$ cat src/rtl/data_gen_if.sv
// Command/data bundle between the data generator and its controller/display.
interface data_gen_if;
  logic        tick;
  logic        start_f;
  logic        start_t;
  logic        stop;
  logic        update;
  logic [2:0]  prog_in;
  logic [1:0]  gen_mod;
  logic [2:0]  prog;
  logic [15:0] data_2;
  logic        data_valid;

  // Controller side: issues commands, observes generated data.
  modport master (
    output tick, start_f, start_t, stop, update, prog_in,
    input  gen_mod, prog, data_2, data_valid
  );

  // Generator side.
  modport slave (
    input  tick, start_f, start_t, stop, update, prog_in,
    output gen_mod, prog, data_2, data_valid
  );
endinterface

$ cat src/rtl/data_gen.sv
// Fibonacci / BCD-timer data generator with a programmable tick divider.
module data_gen (
  input logic        clock,
  input logic        reset,
  data_gen_if.slave  bus
);

  typedef enum logic [1:0] {
    StIdle = 2'd0,
    StFib  = 2'd1,
    StTmr  = 2'd2
  } state_e;

  state_e      state_q, state_d;
  logic [15:0] data_q, data_d;
  logic [15:0] nxt_q, nxt_d;
  logic [2:0]  div_q, div_d;
  logic [2:0]  prog_q, prog_d;
  logic        valid_q, valid_d;

  logic        cmd;
  logic [16:0] sum;
  logic [15:0] bcd_inc;
  logic [3:0]  nib;
  logic        carry;

  // Any command or update pre-empts a step on the same edge.
  assign cmd = bus.stop | bus.start_f | bus.start_t | bus.update;

  // State register.
  always_ff @(posedge clock or negedge reset) begin
    if (!reset) begin
      state_q <= StIdle;
    end else begin
      state_q <= state_d;
    end
  end

  // Next-state: stop beats start_f beats start_t, from any state.
  always_comb begin
    state_d = state_q;
    if (bus.stop) begin
      state_d = StIdle;
    end else if (bus.start_f) begin
      state_d = StFib;
    end else if (bus.start_t) begin
      state_d = StTmr;
    end
  end

  // Four-digit BCD increment; 9999 wraps to 0000.
  always_comb begin
    bcd_inc = data_q;
    carry   = 1'b1;
    nib     = 4'd0;
    for (int i = 0; i < 4; i++) begin
      nib = data_q[4*i +: 4];
      if (carry) begin
        if (nib == 4'd9) begin
          bcd_inc[4*i +: 4] = 4'd0;
        end else begin
          bcd_inc[4*i +: 4] = nib + 4'd1;
          carry             = 1'b0;
        end
      end
    end
  end

  // Output/datapath next values: commands, divider and per-mode step.
  always_comb begin
    data_d  = data_q;
    nxt_d   = nxt_q;
    div_d   = div_q;
    prog_d  = prog_q;
    valid_d = 1'b0;
    sum     = {1'b0, data_q} + {1'b0, nxt_q};
    if (cmd) begin
      if (bus.stop) begin
        data_d = 16'h0000;
        div_d  = 3'd0;
      end else if (bus.start_f) begin
        data_d = 16'h0001;
        nxt_d  = 16'h0001;
        div_d  = 3'd0;
      end else if (bus.start_t) begin
        data_d = 16'h0000;
        div_d  = 3'd0;
      end
      if (bus.update) begin
        prog_d = bus.prog_in;
        div_d  = 3'd0;
      end
    end else if (bus.tick && state_q != StIdle) begin
      if (div_q == prog_q) begin
        div_d   = 3'd0;
        valid_d = 1'b1;
        if (state_q == StFib) begin
          // A 17-bit overflow restarts the sequence instead of showing a truncated term.
          if (sum[16]) begin
            data_d = 16'h0001;
            nxt_d  = 16'h0001;
          end else begin
            data_d = nxt_q;
            nxt_d  = sum[15:0];
          end
        end else begin
          data_d = bcd_inc;
        end
      end else begin
        div_d = div_q + 3'd1;
      end
    end
  end

  // Datapath registers.
  always_ff @(posedge clock or negedge reset) begin
    if (!reset) begin
      data_q  <= 16'h0000;
      nxt_q   <= 16'h0001;
      div_q   <= 3'd0;
      prog_q  <= 3'd0;
      valid_q <= 1'b0;
    end else begin
      data_q  <= data_d;
      nxt_q   <= nxt_d;
      div_q   <= div_d;
      prog_q  <= prog_d;
      valid_q <= valid_d;
    end
  end

  assign bus.gen_mod    = state_q;
  assign bus.prog       = prog_q;
  assign bus.data_2     = data_q;
  assign bus.data_valid = valid_q;

endmodule

$ cat src/flat_wrapper.sv
// flat-port wrapper written by rule: the top's interface ports become plain ports
module data_gen_flat 
  (clock, reset, bus_tick, bus_start_f, bus_start_t, bus_stop, bus_update, bus_prog_in, bus_gen_mod, bus_prog, bus_data_2, bus_data_valid);
  data_gen_if bus_i ();
  input logic clock;
  input logic reset;
  input wire logic [$bits(bus_i.tick)-1:0] bus_tick;
  input wire logic [$bits(bus_i.start_f)-1:0] bus_start_f;
  input wire logic [$bits(bus_i.start_t)-1:0] bus_start_t;
  input wire logic [$bits(bus_i.stop)-1:0] bus_stop;
  input wire logic [$bits(bus_i.update)-1:0] bus_update;
  input wire logic [$bits(bus_i.prog_in)-1:0] bus_prog_in;
  output wire logic [$bits(bus_i.gen_mod)-1:0] bus_gen_mod;
  output wire logic [$bits(bus_i.prog)-1:0] bus_prog;
  output wire logic [$bits(bus_i.data_2)-1:0] bus_data_2;
  output wire logic [$bits(bus_i.data_valid)-1:0] bus_data_valid;
  assign bus_i.tick = bus_tick;
  assign bus_i.start_f = bus_start_f;
  assign bus_i.start_t = bus_start_t;
  assign bus_i.stop = bus_stop;
  assign bus_i.update = bus_update;
  assign bus_i.prog_in = bus_prog_in;
  assign bus_gen_mod = bus_i.gen_mod;
  assign bus_prog = bus_i.prog;
  assign bus_data_2 = bus_i.data_2;
  assign bus_data_valid = bus_i.data_valid;
  data_gen u_core (.clock(clock), .reset(reset), .bus(bus_i));
endmodule
$ cat config.mk
export PLATFORM = sky130hd
export DESIGN_NAME = data_gen_flat
export DESIGN_NICKNAME = d
export VERILOG_FILES = /design/src/rtl/data_gen_if.sv /design/src/rtl/data_gen.sv /design/src/flat_wrapper.sv
export SDC_FILE = /design/constraint.sdc
export NUM_CORES = 1
export LEC_CHECK = 0
export BUFFER_PORTS_ARGS = -buffer_cell sky130_fd_sc_hd__buf_2
export CAP_MARGIN = 5
export CORE_ASPECT_RATIO = 2
export CORE_MARGIN = 3
export CORE_UTILIZATION = 54
export DETAILED_ROUTE_END_ITERATION = 10
export PLACE_DENSITY = 0.87
export SYNTH_ARGS = -nofsm -noshare
export SYNTH_HDL_FRONTEND = slang
export SYNTH_SLANG_ARGS = --single-unit
$ cat constraint.sdc
create_clock -name clock -period 2.5 [get_ports clock]
set_input_delay 0.25 -clock clock [delete_from_list [all_inputs] [get_ports clock]]
set_output_delay 0.25 -clock clock [all_outputs]
set_load 0.01 [all_outputs]
==> out/metrics.yaml, run 1 <==
status:
  status: "finished clean"
power_and_ir_drop:
  pwr-share-clk: 0.350
  powerDensity_nw_per_um2: 337
  power_leakage_nw: 1.81
  swShare: 0.255
  pwr-share-comb: 0.092
  power.internal_mw: 0.911
  p_sw_mw: 0.311
  vdd_drop_max_v: 0.000439
  pwr-share-seq: 0.558
  finalPower_mw: 1.22
worst_setup_path:
  max_stage_delay_ps: 560
  required_ps: 2690
  worst-path-buf-inv: 2
  critPathSlowestCell: "dfstp_2"
  arrival_ps: 2630
  cp_top_family: "compound AO/OA/AOI/OAI gates"
  start_kind: "flop"
  end_kind: "flop"
  critical_path_class: "reg -> reg"
  cp_cell_sequence: "ha_4, inv_2, fa_2, nor2b_4, o211ai_1, a211o_1, a21oi_4, nor3b_4, buf_6, a21bo_1"
  cp_max_fo: 6
sta:
  worstMarginPinSlew_ps: 944
  clock-skew-final_ps: 5.11
  setup_viol: 0
  finalHoldViolations: 0
  fin_crit_ps: 2440
  maxSlewViolCount: 0
  slew_headroom: 0.371
  fmaxAchievable_mhz: 410
  tns_ps: 0
  final.period_utilization: 0.976
  rsz0062_at_grt: "yes"
clock_tree:
  cts_tree: "built"
  cts_hold_buf: 0
  numCtsBuffers: 5
  cts_root_buf: "clkbuf_8"
  cts.reportedPaths.clkPinSlew_ps: 80
  numClockSinks: 41
  htreeDepth: 2
  cts_max_path_buffers: 2
  clk_latency_ps: 300
layout:
  layout-drive-gt1-share: 0.256
  post-route-util: 0.664
  final_cell_area_um2: 3630
  area_delta_synth_final_pct: 19.0
  nNetsFinal: 438
  diodes: 0
  fill_cells: 419
logic_synthesis:
  synthArstFlopShare: 1.00
  synth.top_cell.area_share: 0.328
  synthFlopType: "dfrtp_1"
  ys_seq_elements: 41
  syn-cell-area_um2: 3050
  synth_top_area_cell: "dfrtp_1"
  ys_seq_area_frac: 0.337
  synth_common_cells: "dfrtp_1, nand2_1, ha_1"
  yosysWarnings: 0
  ys_types: 57
  synth_edf_count: 0
  synthTopCellsByArea: "dfrtp_1, ha_1, nand2_1"
  synthCells: 337
  synthMostInstantiatedCell: "dfrtp_1"
  synthesis.nets: 373
  synth.avg_cell_area_um2: 9.05
global_routing:
  grt_pass1_wl_um: 14600
  antenna_found_initial: 0
  grt_pass1_vias: 3144
  grt.overflow.total: 0
  grt_max_degree: 42
  grt_usage: 0.289
detailed_routing:
  vias_per_cell: 6.39
  wire_per_inst_um: 19.0
  via_count: 2958
  firstDrtPassIters: 5
  drtAntennaViolNets: 0
  drt-total-wl_um: 8780
  drtIter0Drc: 193
  drc_errors: 0
floorplanning:
  coreArea_um2: 5470
  rows: 38
  die_h_um: 112
  start_util: 0.558
  die_w_um: 59.1
  pin_count: 32
  dieArea_um2: 6640
placed_design:
  io_buffers: 31
  dpl.hpwl_um: 6530
  placed_cell_area_um2: 3450
  gp_congestion: 0.968
worst_hold_path:
  worst_hold_path_type: "in -> async"
flow_run:
  drv_cap: 0
per-stage QoR:
stage               hold slack, ps  instances  setup slack, ps
floorplan                    -45.6        337             45.2
global placement               424        450            -32.4
detailed placement             435        450             -123
CTS                            106        462             1.37
global route                   138        463            -40.7
finish                        81.2        463             60.8
metal layers:
metal | wire length, um | share of wire | GRT usage | vias to the layer above
li1 | - | - | - | 1368
met1 | 2950 | 0.34 | 0.279 | 1420
met2 | 4880 | 0.56 | 0.529 | 126
met3 | 378 | 0.043 | 0.0345 | 44
met4 | 567 | 0.065 | 0.207 | 0
met5 | 0 | 0 | 0 | -
kinds of logic (layout without fill, tap and decap cells):
family                   count (synthesis)  in the layout  synth area share
AO/OA/AOI/OAI                          109            109             0.248
XOR/XNOR                                17             17            0.0488
adder cells (fa/ha/maj)                 26             26             0.109
buffers and inverters                   22             87            0.0353
flip-flops                              41             41             0.337
multiplexers                             7              7            0.0242
AND/OR/NAND/NOR                        115            116             0.198
worst reg2reg max path, stage by stage (launching register included):
cell and delay [ps]:
dfstp_2 560, ha_4 130, inv_2 30, fa_2 360, nor2b_4 130, o211ai_1 120
a211o_1 320, a21oi_4 240, nor3b_4 100, buf_6 150, a21bo_1 190
registers in the layout, indices dropped and copies added, names as in the netlist:
name and flops:
u_core.div_q 3, u_core.bus.prog 3, u_core.bus.data_valid 1, u_core.nxt_q 16, u_core.bus.gen_mod 2, u_core.bus.data_2 16
final cells by class:
| cell class | count | area, um2 | area share |
|---|---|---|---|
| Multi-Input combinational cell | 275 | 1970 | 0.544 |
| Sequential cell | 41 | 1030 | 0.283 |
| Timing Repair Buffer | 66 | 425 | 0.117 |
| Clock buffer | 8 | 80.1 | 0.0221 |
| Tap cell | 60 | 75.1 | 0.0207 |
| Inverter | 13 | 48.8 | 0.0134 |
placed cells by master, fill, tap and decap left out, drive strengths merged, types with 2 or more instances in the layout:
cell type,Yosys,routed
buf,5,66
dfrtp,40,40
nand2,37,37
o21ai,31,31
a21oi,26,26
ha,25,25
nor2,19,19
a21o,15,15
inv,13,13
nor3,12,12
xor2,9,9
nand3,9,9
nor2b,9,9
xnor2,8,8
clkbuf,4,8
or3,5,6
nand3b,5,5
o211ai,4,4
nand2b,4,4
nor4,4,4
o2bb2ai,4,4
mux2i,4,4
nor3b,4,4
o21a,3,3
mux2,3,3
a22o,3,3
a211o,3,3
nand4,2,2
a211oi,2,2
o2111ai,2,2
a21bo,2,2
o22ai,2,2
a31oi,2,2
o31ai,2,2
or4,2,2
power by group through the flow:
stage	clock [mW]	combinational, mW	sequential (mW)
after detailed placement	0	0.107	0.694
after global placement	0	0.103	0.694
after floorplan	0	0.0524	0.697
after CTS	0.432	0.109	0.682
after global routing	0.456	0.123	0.683
final	0.428	0.113	0.682
what timing repair did:
item                                    4_1_cts  5_1_grt
buffers inserted                              3        1
pin swaps                                     7       14
gates cloned                                  1        0
gates resized for setup                       7        8
endpoints found under the setup margin       32       32
path summary, 6_finish.rpt:
| path | start | depth (start not counted) | endpoint | slack (ps) |
|---|---|---|---|---|
| worst max-delay path | u_core.nxt_q[0] | 10 | u_core.bus.data_2[13] | 60 |
| worst min-delay path | reset | 1 | u_core.bus.data_2[0] | 80 |
| worst max register to register | u_core.nxt_q[0] | 10 | u_core.bus.data_2[13] | 60 |
| worst min register to register | u_core.nxt_q[2] | 1 | u_core.bus.data_2[2] | 530 |
| max in group asynchronous | reset | 1 | u_core.nxt_q[10] | 1830 |
| min in group clock | bus_prog_in[2] | 2 | u_core.bus.prog[2] | 180 |
Power figures use the tool's default switching activity.
==> run 2: changes to the inputs <==
Settings changed: PLACE_DENSITY 0.87 to 0.75.
==> out/metrics.yaml, run 2 (synthesis results as in run 1) <==
status:
  status: "finished clean"
power_and_ir_drop:
  pwr-share-seq: 0.552  # -0.006
  power.internal_mw: 0.915  # +0.40%
  powerDensity_nw_per_um2: 337  # about the same
  pwr-share-comb: 0.094  # +0.002
  swShare: 0.258  # +0.00332
  pwr-share-clk: 0.354  # +0.004
  power_leakage_nw: 1.83  # +0.75%
  p_sw_mw: 0.318  # +2.2%
  vdd_drop_max_v: 0.000483  # +10%
clock_tree:
  clk_latency_ps: 310  # about the same
  cts_root_buf: "clkbuf_8"
  htreeDepth: 2  # unchanged
  cts_max_path_buffers: 2  # unchanged
  numClockSinks: 41  # unchanged
  numCtsBuffers: 5  # unchanged
  cts.reportedPaths.clkPinSlew_ps: 80  # about the same
  cts_hold_buf: 0  # unchanged
  cts_tree: "built"
placed_design:
  placed_cell_area_um2: 3450  # -0.22%
  gp_congestion: 0.888  # -8.2%
  dp_cells: 449  # -0.22%
  dpl.hpwl_um: 6410  # -1.9%
  place_ws_ps: -128  # -5.55 ps
  io_buffers: 31  # unchanged
worst_setup_path:
  timing.rr.start: "u_core.nxt_q[0]"
  end_kind: "flop"
  cp_max_fo: 6  # unchanged
  timing.rr.end: "u_core.bus.data_2[12]"
  critPathLaunch: "u_core.nxt_q[0]"
  worstSetupEndpoint: "u_core.bus.data_2[12]"
  ff2ff_setup_slack_ps: 50  # -20 ps
  required_ps: 2700  # about the same
  arrival_ps: 2650  # +20 ps
  critical_path_class: "reg -> reg"
  start_kind: "flop"
  reg2reg_depth: 10  # unchanged
detailed_routing:
  drc_errors: 0  # unchanged
  via_count: 2862  # -3.2%
  firstDrtPassIters: 4  # -1
  vias_per_cell: 6.15  # -3.7%
  drt-total-wl_um: 8350  # -4.9%
  wire_per_inst_um: 18.0  # -5.3%
  drtAntennaViolNets: 0  # unchanged
  drtIter0Drc: 187  # -3.1%
floorplanning:
  dieArea_um2: 6640  # unchanged
  pin_count: 32  # unchanged
  die_h_um: 112  # unchanged
  die_w_um: 59.1  # unchanged
  rows: 38  # unchanged
  start_util: 0.558  # unchanged
  coreArea_um2: 5470  # unchanged
layout:
  nNetsFinal: 440  # +0.46%
  multiInputGateArea_um2: 1980  # +0.13%
  layout_common_cells: "dfrtp_1, nand2_1, buf_2, buf_4, ha_1"
  fill_cells: 441  # +5.3%
  final_cell_area_um2: 3660  # +0.90%
  layout-drive-gt1-share: 0.264  # +0.00861
  diodes: 0  # unchanged
  area_delta_synth_final_pct: 20.1
  instances_no_fill: 465  # +0.43%
  layout_commonest_cell: "dfrtp_1"
  regArea_um2: 1030  # unchanged
sta:
  finalHoldViolations: 0  # unchanged
  slew_headroom: 0.376  # +0.00520
  final.period_utilization: 0.982  # +0.00623
  fmaxAchievable_mhz: 407  # -0.63%
  rsz0062_at_grt: "yes"
  fin_crit_ps: 2450  # +15.6 ps
  timing.final.ws_setup_ps: 45.2  # -15.6 ps
  clock-skew-final_ps: 3.93  # -1.18 ps
  setup_viol: 0  # unchanged
  maxSlewViolCount: 0  # unchanged
  worstMarginPinSlew_ps: 936  # -7.79 ps
global_routing:
  grt_pass1_vias: 2867  # -8.8%
  grt_max_degree: 42  # unchanged
  grt_usage: 0.269  # -0.0206
  antenna_found_initial: 0  # unchanged
  grt.overflow.total: 0  # unchanged
  grt_pass1_wl_um: 13600  # -7.2%
flow_run:
  drv_cap: 0  # unchanged
worst_hold_path:
  worst_hold_path_type: "in -> async"
run 2: changes by cell type in the layout (fill, tap and decap cells not counted):
cell      before  now
buf_6          2    6
nor2b_4        1    0
a21boi_1       1    0
a211oi_1       2    1
a211oi_2       0    1
nor2b_2        0    1
o311ai_0       0    1
a21boi_0       0    1
o311ai_1       1    0
nand2_1       37   36
nand2_2        0    1
buf_4         33   31
run 2: timing repair:
action	CTS	global route
pin swaps	5	23
setup buffers	1	6
gates cloned	1	0
setup endpoints to repair	32	32
resized for setup	8	10
hold endpoints to repair	0	0
run 2: how the worst min path moves through the flow:
| stage | startpoint | to | slack, ps | depth (start not counted) |
|---|---|---|---|---|
| detailed placement | reset | u_core.bus.gen_mod[1] | 440 | 1 |
| global route | reset | u_core.bus.data_2[2] | 140 | 1 |
| floorplan | reset | u_core.bus.data_2[0] | -50 | 0 |
| CTS | reset | u_core.bus.gen_mod[1] | 110 | 1 |
| finish | reset | u_core.bus.gen_mod[1] | 80 | 1 |
| global placement | reset | u_core.bus.data_2[1] | 430 | 1 |
run 2: cell type report:
class	instances	area share
tap	60	0.0205
multi-input combinational	275	0.539
clock buffer	8	0.0219
inverter	13	0.0133
sequential	41	0.280
timing repair buffer	68	0.124
run 2: layer usage:
| metal | GRT usage | share of wire | up-vias |
|---|---|---|---|
| met5 | 0 | 0 | - |
| met4 | 0.141 | 0.051 | 0 |
| met3 | 0.0414 | 0.033 | 33 |
| met2 | 0.505 | 0.56 | 80 |
| met1 | 0.264 | 0.36 | 1378 |
| li1 | - | - | 1371 |
run 2: per-stage QoR:
stage	TNS [ps]	power, mW	util	hold slack [ps]
after detailed placement	-2360	0.801	0.630	443
after floorplan	0	0.750	-	-45.6
after global routing	-351	1.28	0.670	141
after CTS	0	1.23	0.654	111
after global placement	0	0.799	0.630	434
final	0	1.23	0.670	79.3
run 2: worst max-delay path, cell delays in order, from the launching register on:
cell and delay (ps):
dfstp_2 560, ha_4 140, inv_2 30, fa_2 330
nor2b_2 140, o211ai_1 120, a211o_1 330, a21oi_4 260
nor3b_4 100, buf_6 150, a21bo_1 180
run 2: power by group through the flow:
stage | registers, mW | clock network, mW | logic [mW]
5_1_grt | 0.683 | 0.468 | 0.128
3_5_place_dp | 0.694 | 0 | 0.107
6_report | 0.681 | 0.436 | 0.115
4_1_cts | 0.681 | 0.442 | 0.111
3_3_place_gp | 0.694 | 0 | 0.105
2_1_floorplan | 0.697 | 0 | 0.0524
